===== src/rtl/rst_seq_pkg.sv =====
// Purpose: shared state encoding and width helper for the reset sequencer.
// Latency: n/a (types and constant functions only).
// Backpressure: n/a.
package rst_seq_pkg;

  typedef enum logic [1:0] {
    ST_BOOT    = 2'd0,
    ST_RELEASE = 2'd1,
    ST_RUN     = 2'd2
  } state_e;

  // Number of bits needed to hold values 0..value-1, never less than one.
  function automatic int clog2_min1(input int value);
    return (value <= 2) ? 1 : $clog2(value);
  endfunction

endpackage


===== src/rtl/reset_sequencer_chan.sv =====
// Purpose: one reset channel: request synchroniser, mask, minimum-length counter, nrst register.
// Latency: request falling edge to nrst_o low in SYNC_STAGES+1 edges; release one edge after release_i.
// Backpressure: none; assertion always wins over release and ignores clk_en_i.
module reset_sequencer_chan #(
  parameter int SYNC_STAGES = 2,
  parameter int RST_LEN     = 4
) (
  input  logic clk,
  input  logic async_rst_i,
  input  logic clk_en_i,
  input  logic nrst_req_i,
  input  logic mask_i,
  input  logic assert_i,
  input  logic release_i,
  output logic eff_req_o,
  output logic len_zero_o,
  output logic nrst_o
);
  import rst_seq_pkg::*;

  localparam int LEN_W = clog2_min1(RST_LEN + 1);
  localparam logic [LEN_W-1:0] LEN_INIT = LEN_W'(RST_LEN);

  logic [SYNC_STAGES-1:0] sync_q;
  logic [LEN_W-1:0]       len_cnt_q;
  logic                   nrst_q;

  // Request synchroniser; clears to "request asserted" so channels start held.
  always_ff @(posedge clk or posedge async_rst_i) begin
    if (async_rst_i) begin
      sync_q <= '0;
    end else begin
      sync_q <= {sync_q[SYNC_STAGES-2:0], nrst_req_i};
    end
  end

  assign eff_req_o  = ~sync_q[SYNC_STAGES-1] & ~mask_i;
  assign len_zero_o = (len_cnt_q == '0);
  assign nrst_o     = nrst_q;

  // Output register and minimum-low counter; an assert on the same edge as a release keeps the channel low.
  always_ff @(posedge clk or posedge async_rst_i) begin
    if (async_rst_i) begin
      nrst_q    <= 1'b0;
      len_cnt_q <= LEN_INIT;
    end else if (assert_i) begin
      nrst_q    <= 1'b0;
      len_cnt_q <= LEN_INIT;
    end else begin
      if (release_i) begin
        nrst_q <= 1'b1;
      end
      if (clk_en_i && !nrst_q && (len_cnt_q != '0)) begin
        len_cnt_q <= len_cnt_q - 1'b1;
      end
    end
  end

endmodule


===== src/rtl/reset_sequencer.sv =====
// Purpose: boot delay then ordered release of NUM_CH active-low resets; re-sequences channels on request.
// Latency: first release BOOT_DLY+2 enabled edges after reset, then one release per GAP+1 enabled edges.
// Backpressure: none; clk_en_i stalls counters and releases but never delays assertion.
module reset_sequencer #(
  parameter int NUM_CH      = 4,
  parameter int BOOT_DLY    = 255,
  parameter int RST_LEN     = 4,
  parameter int GAP         = 16,
  parameter int SYNC_STAGES = 2
) (
  input  logic              clk,
  input  logic              async_rst_i,
  input  logic              clk_en_i,
  input  logic [NUM_CH-1:0] nrst_req_i,
  input  logic [NUM_CH-1:0] mask_i,
  input  logic              chain_i,
  output logic [NUM_CH-1:0] nrst_o,
  output logic              seq_done_o,
  output logic [1:0]        state_o
);
  import rst_seq_pkg::*;

  localparam int BOOT_W = clog2_min1(BOOT_DLY + 1);
  localparam int GAP_W  = clog2_min1(GAP + 1);
  localparam int IDX_W  = clog2_min1(NUM_CH);
  localparam logic [BOOT_W-1:0] BOOT_INIT = BOOT_W'(BOOT_DLY);
  localparam logic [GAP_W-1:0]  GAP_INIT  = GAP_W'(GAP);

  state_e             state_q;
  logic [BOOT_W-1:0]  boot_cnt_q;
  logic [GAP_W-1:0]   gap_cnt_q;
  logic [IDX_W-1:0]   idx_q;
  logic               seq_done_q;

  logic [NUM_CH-1:0]  eff_req;
  logic [NUM_CH-1:0]  len_zero;
  logic [NUM_CH-1:0]  nrst;
  logic [NUM_CH-1:0]  asrt;
  logic [NUM_CH-1:0]  rel;
  logic               any_req;
  logic               any_below;
  logic [IDX_W-1:0]   low_idx_d;
  logic [IDX_W-1:0]   nxt_idx_d;
  logic               nxt_found_d;
  logic               rel_fire;
  logic               step_ok;

  // Assertion vector with optional cascade to higher channels, plus the lowest requesting channel.
  always_comb begin
    asrt      = '0;
    low_idx_d = '0;
    any_below = 1'b0;
    any_req   = |eff_req;
    for (int k = NUM_CH - 1; k >= 0; k--) begin
      if (eff_req[k]) low_idx_d = IDX_W'(k);
    end
    for (int k = 0; k < NUM_CH; k++) begin
      asrt[k]   = eff_req[k] | (chain_i & any_below);
      any_below = any_below | eff_req[k];
    end
  end

  // Release decision for the channel under idx and the next channel still (or about to be) held low.
  always_comb begin
    rel         = '0;
    nxt_idx_d   = '0;
    nxt_found_d = 1'b0;
    rel_fire    = (state_q == ST_RELEASE) && clk_en_i && (gap_cnt_q == '0) &&
                  !nrst[idx_q] && !asrt[idx_q] && len_zero[idx_q];
    step_ok     = (state_q == ST_RELEASE) && clk_en_i && (gap_cnt_q == '0) &&
                  (nrst[idx_q] || rel_fire);
    for (int k = 0; k < NUM_CH; k++) begin
      rel[k] = rel_fire && (idx_q == IDX_W'(k));
    end
    for (int k = NUM_CH - 1; k >= 0; k--) begin
      if ((k > int'(idx_q)) && (!nrst[k] || asrt[k])) begin
        nxt_idx_d   = IDX_W'(k);
        nxt_found_d = 1'b1;
      end
    end
  end

  // Sequencing FSM: boot delay, ordered release with gap, run-time re-sequencing.
  always_ff @(posedge clk or posedge async_rst_i) begin
    if (async_rst_i) begin
      state_q    <= ST_BOOT;
      boot_cnt_q <= BOOT_INIT;
      gap_cnt_q  <= '0;
      idx_q      <= '0;
      seq_done_q <= 1'b0;
    end else begin
      case (state_q)
        ST_BOOT: begin
          if (clk_en_i) begin
            if (boot_cnt_q == '0) begin
              state_q <= ST_RELEASE;
              idx_q   <= '0;
            end else begin
              boot_cnt_q <= boot_cnt_q - 1'b1;
            end
          end
        end
        ST_RELEASE: begin
          if (clk_en_i && (gap_cnt_q != '0)) begin
            gap_cnt_q <= gap_cnt_q - 1'b1;
          end else if (step_ok) begin
            if (nxt_found_d) begin
              idx_q <= nxt_idx_d;
              if (rel_fire) gap_cnt_q <= GAP_INIT;
            end else begin
              state_q    <= ST_RUN;
              seq_done_q <= 1'b1;
            end
          end
          // A new request at or below idx pulls the pointer back and cancels any finish.
          if (any_req && (low_idx_d <= idx_q)) begin
            idx_q      <= low_idx_d;
            state_q    <= ST_RELEASE;
            seq_done_q <= 1'b0;
            if (low_idx_d < idx_q) gap_cnt_q <= '0;
          end
        end
        ST_RUN: begin
          if (any_req) begin
            state_q    <= ST_RELEASE;
            seq_done_q <= 1'b0;
            idx_q      <= low_idx_d;
            gap_cnt_q  <= '0;
          end
        end
        default: begin
          state_q <= ST_BOOT;
        end
      endcase
    end
  end

  for (genvar k = 0; k < NUM_CH; k++) begin : g_ch
    reset_sequencer_chan #(
      .SYNC_STAGES(SYNC_STAGES),
      .RST_LEN    (RST_LEN)
    ) u_chan (
      .clk        (clk),
      .async_rst_i(async_rst_i),
      .clk_en_i   (clk_en_i),
      .nrst_req_i (nrst_req_i[k]),
      .mask_i     (mask_i[k]),
      .assert_i   (asrt[k]),
      .release_i  (rel[k]),
      .eff_req_o  (eff_req[k]),
      .len_zero_o (len_zero[k]),
      .nrst_o     (nrst[k])
    );
  end

  assign nrst_o     = nrst;
  assign seq_done_o = seq_done_q;
  assign state_o    = state_q;

endmodule


===== config.mk =====
export PLATFORM = sky130hd
export DESIGN_NAME = reset_sequencer
export DESIGN_NICKNAME = d
export VERILOG_FILES = /design/src/rtl/rst_seq_pkg.sv /design/src/rtl/reset_sequencer_chan.sv /design/src/rtl/reset_sequencer.sv
export SDC_FILE = /design/constraint.sdc
export NUM_CORES = 1
export LEC_CHECK = 0
export BUFFER_PORTS_ARGS = -buffer_cell sky130_fd_sc_hd__clkbuf_2
export CAP_MARGIN = 30
export CORE_MARGIN = 1.5
export CORE_UTILIZATION = 27
export CTS_CLUSTER_SIZE = 28
export DETAILED_ROUTE_END_ITERATION = 16
export PLACE_DENSITY_LB_ADDON = 0.15
export SKIP_CTS_REPAIR_TIMING = 1
export SLEW_MARGIN = 0
export SYNTH_ARGS = -nofsm -noshare
export SYNTH_HDL_FRONTEND = slang
export SYNTH_HIERARCHICAL = 1
export SYNTH_SLANG_ARGS = --single-unit

===== constraint.sdc =====
create_clock -name clk -period 3.29 [get_ports clk]
set_input_delay 0.658 -clock clk [delete_from_list [all_inputs] [get_ports clk]]
set_output_delay 0.658 -clock clk [all_outputs]
set_load 0.005 [all_outputs]

==> Word-level counts from Yosys, hierarchy flattened <==
Index checks and enable logic that the tools add are counted.
W data, S select, Z words.
{ "word_totals": {"regBits": 42, "out_inout_bits": 7} }
{ "classes": {"addsub": 6, "magnitude_cmp": 6, "eq_ne": 12, "mux": 62, "n_bitwise": 21, "n_reduce_logical": 62} }
{ "ops": {"columns": ["cell", "n"], "rows": [
  ["$mux W2", 21],
  ["$mux W5", 7],
  ["$mux W3", 8],
  ["$logic_and A1 B1 Y1", 23],
  ["$mux W1", 19],
  ["$reduce_bool A2 Y1", 9],
  ["$reduce_bool A3 Y1", 5],
  ["$logic_not A3 Y1", 4],
  ["$ne A3 B2 Y1 const B", 4],
  ["$pmux W2 S3", 2],
  ["$sub A3 B1 Y3 const B", 4],
  ["$pmux W5 S2", 1],
  ["$not A1 Y1", 9],
  ["$logic_not A8 Y1", 1],
  ["$sub A8 B1 Y8 const B", 1],
  ["$and A1 B1 Y1", 7],
  ["$reduce_and A7 Y1", 1],
  ["$bmux W1 S2", 3],
  ["$eq A2 B2 Y1 const B", 3],
  ["$logic_not A1 Y1", 6],
  ["$ne A2 B2 Y1 const B", 3],
  ["$reduce_and A6 Y1", 1],
  ["$logic_not A5 Y1", 1],
  ["$or A1 B1 Y1", 5],
  ["other kinds (15)", 21]
]} }

==> Longest topological paths before layout <==
Gate-level depths: netlist of the first run.
{ "logic_depth": {"word_depth": 18, "mapped_depth": 11, "ltp_nobuf": 11} }

==> Hierarchy <==
The synthesis of the first run kept the hierarchy.
{ "modules_own_cells": {"columns": ["module", "n_inst", "cells_per_inst", "area_each_um2", "seq_area_each_um2"], "rows": [
  ["reset_sequencer", 1, 160, 1465.2, 460.4],
  ["reset_sequencer_chan", 4, 25, 279.0, 151.4]
]} }

==> Worst setup path before layout of the first run <==
No wires, ideal clock.
{ "synth_path": {"path_type": "input to register", "start": "input port mask_i[0]", "end": "register idx_q[0]", "arrival_ps": 2638, "path_slack_ps": 531, "cell_stages": 10, "cell_sequence": "nor2_1 > buf_6 > nor3_1 > ha_1 > nor2b_1 > o21a_1 > o21ai_0 > a31oi_1 > or3_1 > a22o_1"} }
{ "synth_between": {"elab_chain_len": 16, "elab_cells_between_ends": 44, "cone_classes": "order compare: 1; eq/ne: 4; mux: 15; bitwise: 10; reduce/logical: 14"} }
{ "synth_lines": {"columns": ["element", "line", "text"], "rows": [
  ["start, declared", "reset_sequencer.sv:15", "input logic [NUM_CH-1:0] mask_i,"],
  ["$not A1 Y1 (*)", "reset_sequencer_chan.sv:37", "assign eff_req_o = ~sync_q[SYNC_STAGES-1] & ~mask_i;"],
  ["$and A1 B1 Y1 (*)", "reset_sequencer_chan.sv:37", null],
  ["$or A1 B1 Y1 (2 in a row)", "reset_sequencer.sv:59", "any_below = any_below | eff_req[k];"],
  ["$and A1 B1 Y1", "reset_sequencer.sv:58", "asrt[k] = eff_req[k] | (chain_i & any_below);"],
  ["$or A1 B1 Y1", "reset_sequencer.sv:58", null],
  ["$logic_or A1 B1 Y1", "reset_sequencer.sv:76", "if ((k > int'(idx_q)) && (!nrst[k] || asrt[k])) begin"],
  ["$logic_and A1 B1 Y1", "reset_sequencer.sv:76", null],
  ["$mux W2 (3 in a row)", "reset_sequencer.sv:76", null],
  ["$mux W2", "reset_sequencer.sv:107", "if (nxt_found_d) begin"],
  ["$mux W2", "reset_sequencer.sv:106", "end else if (step_ok) begin"],
  ["$mux W2", "reset_sequencer.sv:104", "if (clk_en_i && (gap_cnt_q != '0)) begin"],
  ["$mux W2", "reset_sequencer.sv:116", "if (any_req && (low_idx_d <= idx_q)) begin"],
  ["$pmux W2 S3", "reset_sequencer.sv:92", "case (state_q)"],
  ["end signal, assigned", "reset_sequencer.sv:108", "idx_q <= nxt_idx_d;"],
  ["end signal, assigned", "reset_sequencer.sv:117", "idx_q <= low_idx_d;"],
  ["end signal, assigned", "reset_sequencer.sv:127", "idx_q <= low_idx_d;"],
  ["end, declared", "reset_sequencer.sv:32", "logic [IDX_W-1:0] idx_q;"]
]} }
Mark *: on every way between the ends. The rest lies on a longest branch, timed or not. The select of a mux whose other input is x is not followed.
A chain may end at the register's enable or synchronous reset.

==> Worst setup path in the final report of the first run <==
{ "layout_path": {"start": "input port mask_i[1]", "end": "register idx_q[0]"} }
{ "layout_between": {"elab_chain_len": 16, "elab_cells_between_ends": 44, "cone_classes": "order compare: 1; eq/ne: 4; mux: 16; bitwise: 9; reduce/logical: 14"} }
{ "layout_lines": {"columns": ["element", "line", "text"], "rows": [
  ["$not A1 Y1 (*)", "reset_sequencer_chan.sv:37", null],
  ["$and A1 B1 Y1 (*)", "reset_sequencer_chan.sv:37", null],
  ["via eff_req[1]", "reset_sequencer.sv:35", "logic [NUM_CH-1:0] eff_req;"],
  ["$or A1 B1 Y1 (2 in a row)", "reset_sequencer.sv:59", null],
  ["$and A1 B1 Y1", "reset_sequencer.sv:58", null],
  ["$or A1 B1 Y1", "reset_sequencer.sv:58", null],
  ["$logic_or A1 B1 Y1", "reset_sequencer.sv:76", null],
  ["$logic_and A1 B1 Y1", "reset_sequencer.sv:76", null],
  ["$mux W2 (3 in a row)", "reset_sequencer.sv:76", null],
  ["$mux W2", "reset_sequencer.sv:107", null],
  ["$mux W2", "reset_sequencer.sv:106", null],
  ["$mux W2", "reset_sequencer.sv:104", null],
  ["$mux W2", "reset_sequencer.sv:116", null],
  ["$pmux W2 S3", "reset_sequencer.sv:92", null]
]} }
Mark *: on every way through the listed nets, which the timed path passes. The rest lies on a longest branch. The select of a mux whose other input is x is not followed.

==> results of run 1 <==
[area by class of cell]
| class | count | area [um^2] | share of cell area, % |
|---|---|---|---|
| Clock buffer | 6 | 72.6 | 2.48 |
| Timing Repair Buffer | 22 | 120 | 4.10 |
| Sequential cell | 42 | 1070 | 36.4 |
| Inverter | 24 | 90.1 | 3.07 |
| Clock inverter | 2 | 37.5 | 1.28 |
| Multi-Input combinational cell | 190 | 1380 | 47.2 |
| Tap cell | 129 | 161 | 5.51 |
[metal layers]
layer  global-route usage, %  vias to the layer above  wire (um)
met3                    2.08                        4        118
met4                    3.58                        0         72
met1                    15.6                      917       2830
met5                       0                        -          0
met2                    19.2                       22       2540
li1                        -                      957          -
[critical path: stages]
cell and delay, ns:
clkbuf_2 0.08, nor2_1 0.09, buf_4 0.19, a21oi_1 0.05, or2_2 0.29, ha_1 0.28
nand2_1 0.07, o21a_1 0.12, o21ai_0 0.30, a31oi_1 0.09, or3_1 0.36, a22o_1 0.25
[power breakdown]
part / internal (mW) / switching [mW]
combinational: 0.450 / 0.524
sequential: 0.729 / 0.152
clock: 0.227 / 0.184
[final timing paths]
| check | to | cells past startpoint |
|---|---|---|
| min in group asynchronous | g_ch[0].u_chan/sync_q[0]$_DFF_PP0_ | 2 |
| min reg2reg | g_ch[3].u_chan/sync_q[1]$_DFF_PP0_ | 0 |
| min | g_ch[3].u_chan/sync_q[1]$_DFF_PP0_ | 0 |
| max | idx_q[0]$_DFFE_PP0P_ | 12 |
| max reg2reg | idx_q[0]$_DFFE_PP0P_ | 8 |
| max in group asynchronous | gap_cnt_q[2]$_DFFE_PP0P_ | 2 |
[cells in the final DEF (no fill, tap or decap), types with 3 or more instances in the layout]
master / synthesis / layout
clkbuf_2: 0 / 18
xor2_1: 4 / 4
nor2_1: 38 / 38
dfstp_2: 12 / 12
a21oi_1: 8 / 8
inv_1: 24 / 24
xnor2_1: 3 / 3
nor3_1: 9 / 9
ha_1: 19 / 19
nand3_1: 3 / 3
and2_1: 3 / 3
dfrtp_1: 30 / 30
a211o_1: 4 / 4
nand2_1: 18 / 18
mux2_2: 9 / 9
o21ai_0: 6 / 6
clkbuf_8: 2 / 5
buf_4: 0 / 4
o21bai_1: 3 / 3
nor3b_1: 3 / 3
nor2b_2: 4 / 4
nand3b_1: 5 / 5
nor3b_2: 4 / 4
a31oi_1: 7 / 7
[state kept, by name, indices dropped and copies added, names as in the netlist]
register / count
boot_cnt_q: 8
g_ch.u_chan/sync_q: 8
state_o: 2
g_ch.u_chan/nrst_o: 4
g_ch.u_chan/len_cnt_q: 12
gap_cnt_q: 5
idx_q: 2
seq_done_o: 1
[stage by stage]
| stage | utilization (%) | instance area, um^2 | hold WS (ns) | setup WS (ns) |
|---|---|---|---|---|
| global route | 31.7 | 2930 | 0.366 | 0.476 |
| floorplan | - | 2580 | 0.331 | 0.531 |
| detailed placement | 30.5 | 2820 | 0.336 | 0.349 |
| CTS | 31.7 | 2930 | 0.355 | 0.664 |
| finish | 31.7 | 2930 | 0.351 | 0.644 |
| global placement | 30.5 | 2820 | 0.331 | 0.435 |
[cells by family after synthesis]
logic type,after synthesis,synth area share (%)
AND/OR/NAND/NOR,107,24.5
XOR/XNOR,7,2.38
buffers and inverters,28,5.14
adder cells (fa/ha/maj),19,9.21
AO/OA/AOI/OAI,47,12.7
multiplexers,10,4.80
flip-flops,42,41.3
==> qor.csv, run 1 <==
stage,metric,value,unit
synthesis,synth_edf_count,0,
sta,slew_viol_final,0,
setup_path,worstSetupStartpoint,mask_i[1],
setup_path,cp-start-kind,primary input,
placement,place_hpwl,4170,um
setup_path,reg2reg_from,idx_q[1]$_DFFE_PP0P_,
power_and_ir_drop,p_leak,1.32,nW
synthesis,synth_top_area_cell,dfrtp_1,
synthesis,ys.warnings.count,6,
placement,place_inst,407,
floorplan,die_area,10200,um^2
flow_run,maxCapViolCount,0,
sta,rsz0062_at_grt,false,
clocking,cts_root_buf,clkbuf_8,
hold_path,hp-start,g_ch[3].u_chan/sync_q[0]$_DFF_PP0_,
global_route,grt_util_all_layers,11.7,%
sta,timing.final.crit_share,80.4,%
sta,fmax,378,MHz
hold_path,hold_class,flip-flop to flip-flop,
status,status,completed,
routing,wl_per_cell,13.4,um
clocking,cts_tree,yes,
routing,vias,1900,
power_and_ir_drop,p_total,2.26,mW
clocking,clock_path_buffers,2,
routing,drt-initial-drc-count,84,
setup_path,r2r_slack,0.71,ns
synthesis,synth.most_common_cell,nor2_1,
synthesis,syn_nets,291,
global_route,grt_pass1_vias,1968,
floorplan,die_w,101,um
final_layout,areaGrowthSynthToFinish,13.5,%
sta,tightest_slew,0.704,ns
sta,finalSetupViolations,0,
routing,drc_errors,0,
power_and_ir_drop,powerDensity,773,nW/um^2
power_and_ir_drop,vdd_drop_max,220,uV
setup_path,crit_required,3.48,ns
final_layout,fin_cells,415,
synthesis,avgSynthCellArea,9.93,um^2
sta,fin_tns_setup,0,ns
sta,relSlewSlack,53.0,%
synthesis,ys.flop_type,dfrtp_1,
global_route,grt_pass1_wl,9410,um
synthesis,ys_seq_area_share,41.3,%
routing,wl,5550,um
clocking,path_clk_slew,0.09,ns
setup_path,cp-end-kind,flip-flop,
placement,port_buffers,18,
floorplan,start_util,27.9,%
synthesis,syn-cell-area,2580,um^2
sta,skew,0.00909,ns
synthesis,synth_seq_cells,42,
synthesis,synth_common_cells,"38 x nor2_1, 30 x dfrtp_1, 24 x inv_1, 19 x ha_1, 18 x nand2_1",
floorplan,std_cell_rows,35,
clocking,numClockSinks,42,
setup_path,crit_type,primary input to flip-flop,
floorplan,pin_count,19,
final_layout,fillers,975,
synthesis,synthCells,260,
final_layout,nets,316,
clocking,cts_buffers,5,
sta,period_needed,2.65,ns
setup_path,worstPathMaxFanout,10,
routing,viasPerCell,4.58,
floorplan,core_area,9240,um^2
setup_path,cp.arrival,2.83,ns
synthesis,synth_top_area_share,29.1,%
sta,hold_violations,0,
routing,first_pass_iters,4,
clocking,clk_latency,0.29,ns
synthesis,yosys-top-cells-area,"dfrtp_1 29%, dfstp_2 12%, ha_1 9.2%, nor2_1 5.5%, mux2_2 3.9%",
final_layout,drive_gt1_share,24.1,%
global_route,grt_max_degree,19,
floorplan,die_h,101,um
synthesis,synth_cell_types,54,
synthesis,synthArstFlopShare,100,%
global_route,antenna_found_initial,0,
final_layout,antenna_cells,0,
routing,drtAntennaViolNets,0,
placement,globalplace.congestion,0.735,
global_route,grt-ovfl-total,0,
clocking,h-tree-depth,2,
(Power assumes the default switching activity.)
==> inputs of run 2 (changes only) <==
==> constraint.sdc (replaced) <==
create_clock -name clk -period 2.3 [get_ports clk]
set_input_delay 0.46 -clock clk [delete_from_list [all_inputs] [get_ports clk]]
set_output_delay 0.46 -clock clk [all_outputs]
set_load 0.005 [all_outputs]
==> run 2 against run 1 <==
Total power increased by 58%. Highest routed layer unchanged. Clock-buffer cell count unchanged. Die area is the same. Critical path depth down 6. Core utilization grew 4.0 points. Combinational power is 89% higher. Non-clock buffer count rose by 33. Sequential share of layout area down 4.1 points. Hold slack worse by 0.23 ns. Register-to-register slack worse by 0.67 ns. Critical path type is now flip-flop to flip-flop. Flip-flop and latch count unchanged.
==> qor.csv, run 2 (synthesized netlist as in run 1, its figures left out) <==
stage,metric,value,unit
global_route,grt_util_all_layers,12.5,%
routing,wl,5670,um
routing,drc_errors,0,
floorplan,start_util,27.9,%
final_layout,top_register,g_ch.u_chan/len_cnt_q,
clocking,h-tree-depth,2,
final_layout,antenna_cells,0,
global_route,antenna_found_initial,0,
setup_path,crit_buf_inv,0,
setup_path,slowest_delay,0.56,ns
power_and_ir_drop,power_frac_comb,51.6,%
clocking,path_clk_slew,0.09,ns
clocking,cts_tree,yes,
power_and_ir_drop,swShare,37.4,%
sta,relSlewSlack,51.2,%
routing,viasPerCell,4.42,
setup_path,cp-start-kind,flip-flop,
setup_path,critPathCapture,idx_q[0]$_DFFE_PP0P_,
final_layout,fin_area,3300,um^2
setup_path,cp.arrival,2.44,ns
routing,drtAntennaViolNets,0,
placement,globalplace.congestion,0.788,
sta,fmax,443,MHz
final_layout,nets,349,
final_layout,layout_commonest_cell,buf_4,
sta,slew_viol_final,0,
power_and_ir_drop,powerDensity,1080,nW/um^2
power_and_ir_drop,clock_power_share,14.2,%
setup_path,crit_type,flip-flop to flip-flop,
power_and_ir_drop,p_leak,1.51,nW
floorplan,die_area,10200,um^2
floorplan,std_cell_rows,35,
routing,first_pass_iters,4,
placement,place_inst,438,
placement,dpl_worst_slack,-0.220,ns
routing,vias,1981,
power_and_ir_drop,internal_power,2.24,mW
global_route,grt_pass1_vias,2108,
power_and_ir_drop,vdd_drop_max,306,uV
floorplan,die_h,101,um
setup_path,crit_family,simple AND/OR/NAND/NOR gates,
setup_path,ff2ff_path_depth,6,
final_layout,areaGrowthSynthToFinish,28.0,%
setup_path,path_cells,or4_4 -> nor4b_4 -> a21boi_1 -> nand2b_4 -> or3_1 -> a22o_1,
final_layout,fin_cells,448,
global_route,grt_pass1_wl,9940,um
power_and_ir_drop,p_total,3.57,mW
setup_path,reg2reg_from,boot_cnt_q[2]$_DFFE_PP1P_,
clocking,clk_latency,0.30,ns
final_layout,reg.largest.list,"g_ch.u_chan/len_cnt_q: 12 flops, boot_cnt_q: 8 flops, g_ch.u_chan/sync_q: 8 flops",
setup_path,crit_cells,6,
sta,tightest_slew,0.731,ns
setup_path,cp-end-kind,flip-flop,
power_and_ir_drop,p_switching,1.34,mW
final_layout,largest_register_ffs,12,
placement,port_buffers,18,
final_layout,fillers,954,
sta,skew,0.00888,ns
power_and_ir_drop,seqPwrFrac,34.2,%
sta,period_needed,2.26,ns
floorplan,die_w,101,um
final_layout,fin_util,35.8,%
final_layout,most-common-layout-cells,"37 x buf_4, 32 x nor2_1, 30 x dfrtp_1",
floorplan,pin_count,19,
placement,dpl_cell_area,3110,um^2
setup_path,r2r_slack,0.04,ns
clocking,cts_root_buf,clkbuf_8,
final_layout,drive_gt1_share,39.5,%
status,status,completed,
flow_run,maxCapViolCount,0,
global_route,grt-ovfl-total,0,
placement,place_hpwl,4430,um
sta,setup_ws,0.0449,ns
hold_path,hold_class,primary input to asynchronous set/reset pin,
setup_path,worst_r2r_endpoint,idx_q[0]$_DFFE_PP0P_,
clocking,clock_path_buffers,2,
global_route,grt_max_degree,19,
clocking,cts_buffers,5,
sta,finalSetupViolations,0,
setup_path,crit_required,2.49,ns
sta,rsz0062_at_grt,true,
sta,hold_violations,0,
clocking,numClockSinks,42,
setup_path,crit_path_top_delay_cell,or4_4,
floorplan,core_area,9240,um^2
setup_path,worstPathMaxFanout,5,
sta,timing.final.crit_share,98.0,%
routing,drt-initial-drc-count,58,
setup_path,worstSetupStartpoint,boot_cnt_q[2]$_DFFE_PP1P_,
routing,wl_per_cell,12.7,um
-- run 2: cell count changes in the layout (fill, tap and decap cells not counted), sizes merged --
cell    previous run  this run
buf                4        37
bufinv             1         0
clkinv             0         1
-- run 2: worst min path at each step --
stage | from | end | cells after the start
after floorplan | async_rst_i | g_ch[0].u_chan/len_cnt_q[0]$_DFFE_PP0P_ | 1
after CTS | async_rst_i | g_ch[2].u_chan/sync_q[1]$_DFF_PP0_ | 2
after global placement | g_ch[3].u_chan/sync_q[0]$_DFF_PP0_ | g_ch[3].u_chan/sync_q[1]$_DFF_PP0_ | 0
final | async_rst_i | g_ch[3].u_chan/len_cnt_q[1]$_DFFE_PP0P_ | 2
after global routing | async_rst_i | g_ch[1].u_chan/len_cnt_q[1]$_DFFE_PP0P_ | 2
after detailed placement | g_ch[0].u_chan/sync_q[0]$_DFF_PP0_ | g_ch[0].u_chan/sync_q[1]$_DFF_PP0_ | 0
-- run 2: through the flow --
stage               setup TNS (ns)  hold WS, ns
CTS                         -0.146        0.118
detailed placement          -0.937        0.336
global placement             -1.11        0.332
finish                           0        0.121
floorplan                        0        0.250
global route                -0.132        0.156
-- run 2: power groups by stage --
| stage | Clock [mW] | Sequential, mW | Combinational [mW] |
|---|---|---|---|
| 6_report | 0.509 | 1.22 | 1.84 |
| 5_1_grt | 0.564 | 1.26 | 2.08 |
| 4_1_cts | 0.541 | 1.22 | 1.72 |
| 3_5_place_dp | 0 | 1.24 | 1.72 |
| 3_3_place_gp | 0 | 1.23 | 1.71 |
| 2_1_floorplan | 0 | 1.21 | 1.18 |
-- run 2: layer usage --
metal | track usage, % | wire (um) | vias up | part of all wire, %
met5 | 0 | 0 | - | 0
met4 | 4.33 | 65 | 0 | 1.1
met3 | 2.29 | 150 | 5 | 2.6
met2 | 20.9 | 2660 | 20 | 47
met1 | 16.3 | 2790 | 934 | 49
li1 | - | - | 1022 | -
-- run 2: final cells by class --
type                            instances  area [um^2]  area share, %
Clock buffer                            6         82.6           2.50
Clock inverter                          2         12.5          0.379
Inverter                               24         90.1           2.73
Multi-Input combinational cell        190         1520           46.1
Sequential cell                        42         1070           32.3
Tap cell                              129          161           4.88
Timing Repair Buffer                   55          368           11.1
==> inputs of run 3 (changes only) <==
--- a/config.mk
+++ b/config.mk
@@ -7,7 +7,6 @@
 export LEC_CHECK = 0
 export BUFFER_PORTS_ARGS = -buffer_cell sky130_fd_sc_hd__clkbuf_2
 export CAP_MARGIN = 30
-export CORE_MARGIN = 1.5
 export CORE_UTILIZATION = 27
 export CTS_CLUSTER_SIZE = 28
 export DETAILED_ROUTE_END_ITERATION = 16
==> run 3 against run 2 <==
Cell count is 0.67% higher. Sequential power barely moved. Combinational power is essentially flat. Sequential share of layout area up 0.15 points. Register-to-register slack better by 0.02 ns.
==> qor.csv, run 3 (synthesized netlist as in run 1, its figures left out) <==
stage,metric,value,unit
clocking,cts_buffers,5,
final_layout,areaGrowthSynthToFinish,27.4,%
placement,place_inst,441,
final_layout,drive_gt1_share,37.6,%
final_layout,reg.largest.list,"g_ch.u_chan/len_cnt_q: 12 flops, boot_cnt_q: 8 flops, g_ch.u_chan/sync_q: 8 flops",
routing,drt-initial-drc-count,56,
power_and_ir_drop,p_leak,1.52,nW
sta,holdWs,0.129,ns
setup_path,crit_buf_inv,1,
global_route,grt_max_degree,19,
clocking,numClockSinks,42,
flow_run,maxCapViolCount,0,
setup_path,cp-end-kind,flip-flop,
floorplan,die_area,9960,um^2
setup_path,crit_type,flip-flop to flip-flop,
global_route,grt_pass1_vias,2063,
sta,relSlewSlack,50.9,%
clocking,path_clk_slew,0.09,ns
sta,skew,0.00673,ns
clocking,h-tree-depth,2,
hold_path,hold_class,primary input to asynchronous set/reset pin,
final_layout,top_register,g_ch.u_chan/len_cnt_q,
power_and_ir_drop,powerDensity,1080,nW/um^2
power_and_ir_drop,clock_power_share,13.5,%
floorplan,core_area,9240,um^2
floorplan,start_util,27.9,%
placement,port_buffers,18,
floorplan,die_w,99.8,um
final_layout,fin_util,35.6,%
setup_path,cp-start-kind,flip-flop,
final_layout,fin_area,3290,um^2
power_and_ir_drop,swShare,37.4,%
sta,slew_viol_final,0,
global_route,antenna_found_initial,0,
routing,drtAntennaViolNets,0,
clocking,clk_latency,0.30,ns
power_and_ir_drop,p_total,3.56,mW
setup_path,worstPathMaxFanout,4,
setup_path,slowest_delay,0.37,ns
floorplan,std_cell_rows,35,
setup_path,path_cells,nor2_4 -> buf_4 -> nor4_4 -> a221oi_2 -> a311o_2 -> nand3b_1 -> a21oi_2 -> mux2_2,
sta,timing.final.crit_share,97.2,%
sta,finalSetupViolations,0,
power_and_ir_drop,vdd_drop_max,336,uV
placement,dpl_cell_area,3130,um^2
setup_path,cp.arrival,2.42,ns
routing,vias,2035,
final_layout,fin_cells,451,
placement,place_hpwl,4560,um
sta,rsz0062_at_grt,true,
routing,wl_per_cell,12.8,um
sta,hold_violations,0,
clocking,cts_root_buf,clkbuf_8,
setup_path,crit_family,compound AO/OA/AOI/OAI gates,
power_and_ir_drop,internal_power,2.23,mW
power_and_ir_drop,power_frac_comb,52.5,%
setup_path,crit_required,2.49,ns
routing,drc_errors,0,
global_route,grt-ovfl-total,0,
global_route,grt_pass1_wl,9900,um
routing,viasPerCell,4.51,
power_and_ir_drop,p_switching,1.33,mW
routing,wl,5790,um
clocking,cts_tree,yes,
final_layout,most-common-layout-cells,"40 x buf_4, 32 x nor2_1, 30 x dfrtp_1",
setup_path,crit_path_top_delay_cell,dfrtp_1,
sta,tightest_slew,0.736,ns
clocking,clock_path_buffers,2,
status,status,completed,
placement,dpl_worst_slack,-0.198,ns
power_and_ir_drop,seqPwrFrac,34.0,%
sta,period_needed,2.23,ns
sta,setup_ws,0.0650,ns
final_layout,largest_register_ffs,12,
final_layout,antenna_cells,0,
placement,globalplace.congestion,0.821,
final_layout,nets,352,
global_route,grt_util_all_layers,12.8,%
routing,first_pass_iters,4,
floorplan,pin_count,19,
floorplan,die_h,99.8,um
sta,fin_tns_setup,0,ns
sta,fmax,447,MHz
final_layout,layout_commonest_cell,buf_4,
==> run 3: cell count changes in the layout (fill, tap and decap cells not counted), moves of 2 or more <==
cell,previous run,this run
buf_4,37,40
o21ai_1,1,3
a211oi_1,0,2
a211oi_2,2,0
clkbuf_1,0,2
==> run 3: layer usage <==
layer | vias to the layer above | part of all wire, % | global-route usage (%)
li1 | 1025 | - | -
met5 | - | 0 | 0
met1 | 984 | 48 | 16.6
met4 | 0 | 1.3 | 4.41
met2 | 18 | 48 | 21.4
met3 | 8 | 2.0 | 2.30
==> run 3: final timing paths <==
check / start / endpoint / slack, ns / depth (start not counted)
worst min register to register: g_ch[2].u_chan/sync_q[0]$_DFF_PP0_ / g_ch[2].u_chan/sync_q[1]$_DFF_PP0_ / 0.36 / 0
worst min-delay path: async_rst_i / g_ch[0].u_chan/nrst_o$_DFFE_PP0P_ / 0.13 / 2
max in group asynchronous: async_rst_i / seq_done_o$_DFFE_PP0P_ / 1.49 / 2
worst max register to register: g_ch[3].u_chan/sync_q[1]$_DFF_PP0_ / state_o[0]$_DFFE_PP0P_ / 0.07 / 8
worst max-delay path: g_ch[3].u_chan/sync_q[1]$_DFF_PP0_ / state_o[0]$_DFFE_PP0P_ / 0.07 / 8
min in group clk: nrst_req_i[2] / g_ch[2].u_chan/sync_q[0]$_DFF_PP0_ / 0.26 / 1
==> run 3: layout make-up <==
cell class	count	area, um^2
flip-flops and latches	42	1070
multi-input cells	190	1500
well taps	129	161
repair buffers	58	390
clock buffers	7	76.3
inverters	24	90.1
fillers	980	5950
clock inverters	1	7.51
==> run 3: power by group through the flow <==
stage          clock (mW)  combinational (mW)  sequential (mW)
2_1_floorplan           0                1.18             1.21
3_3_place_gp            0                1.79             1.22
3_5_place_dp            0                1.80             1.22
4_1_cts             0.513                1.80             1.21
5_1_grt             0.534                2.12             1.24
6_report            0.480                1.87             1.21
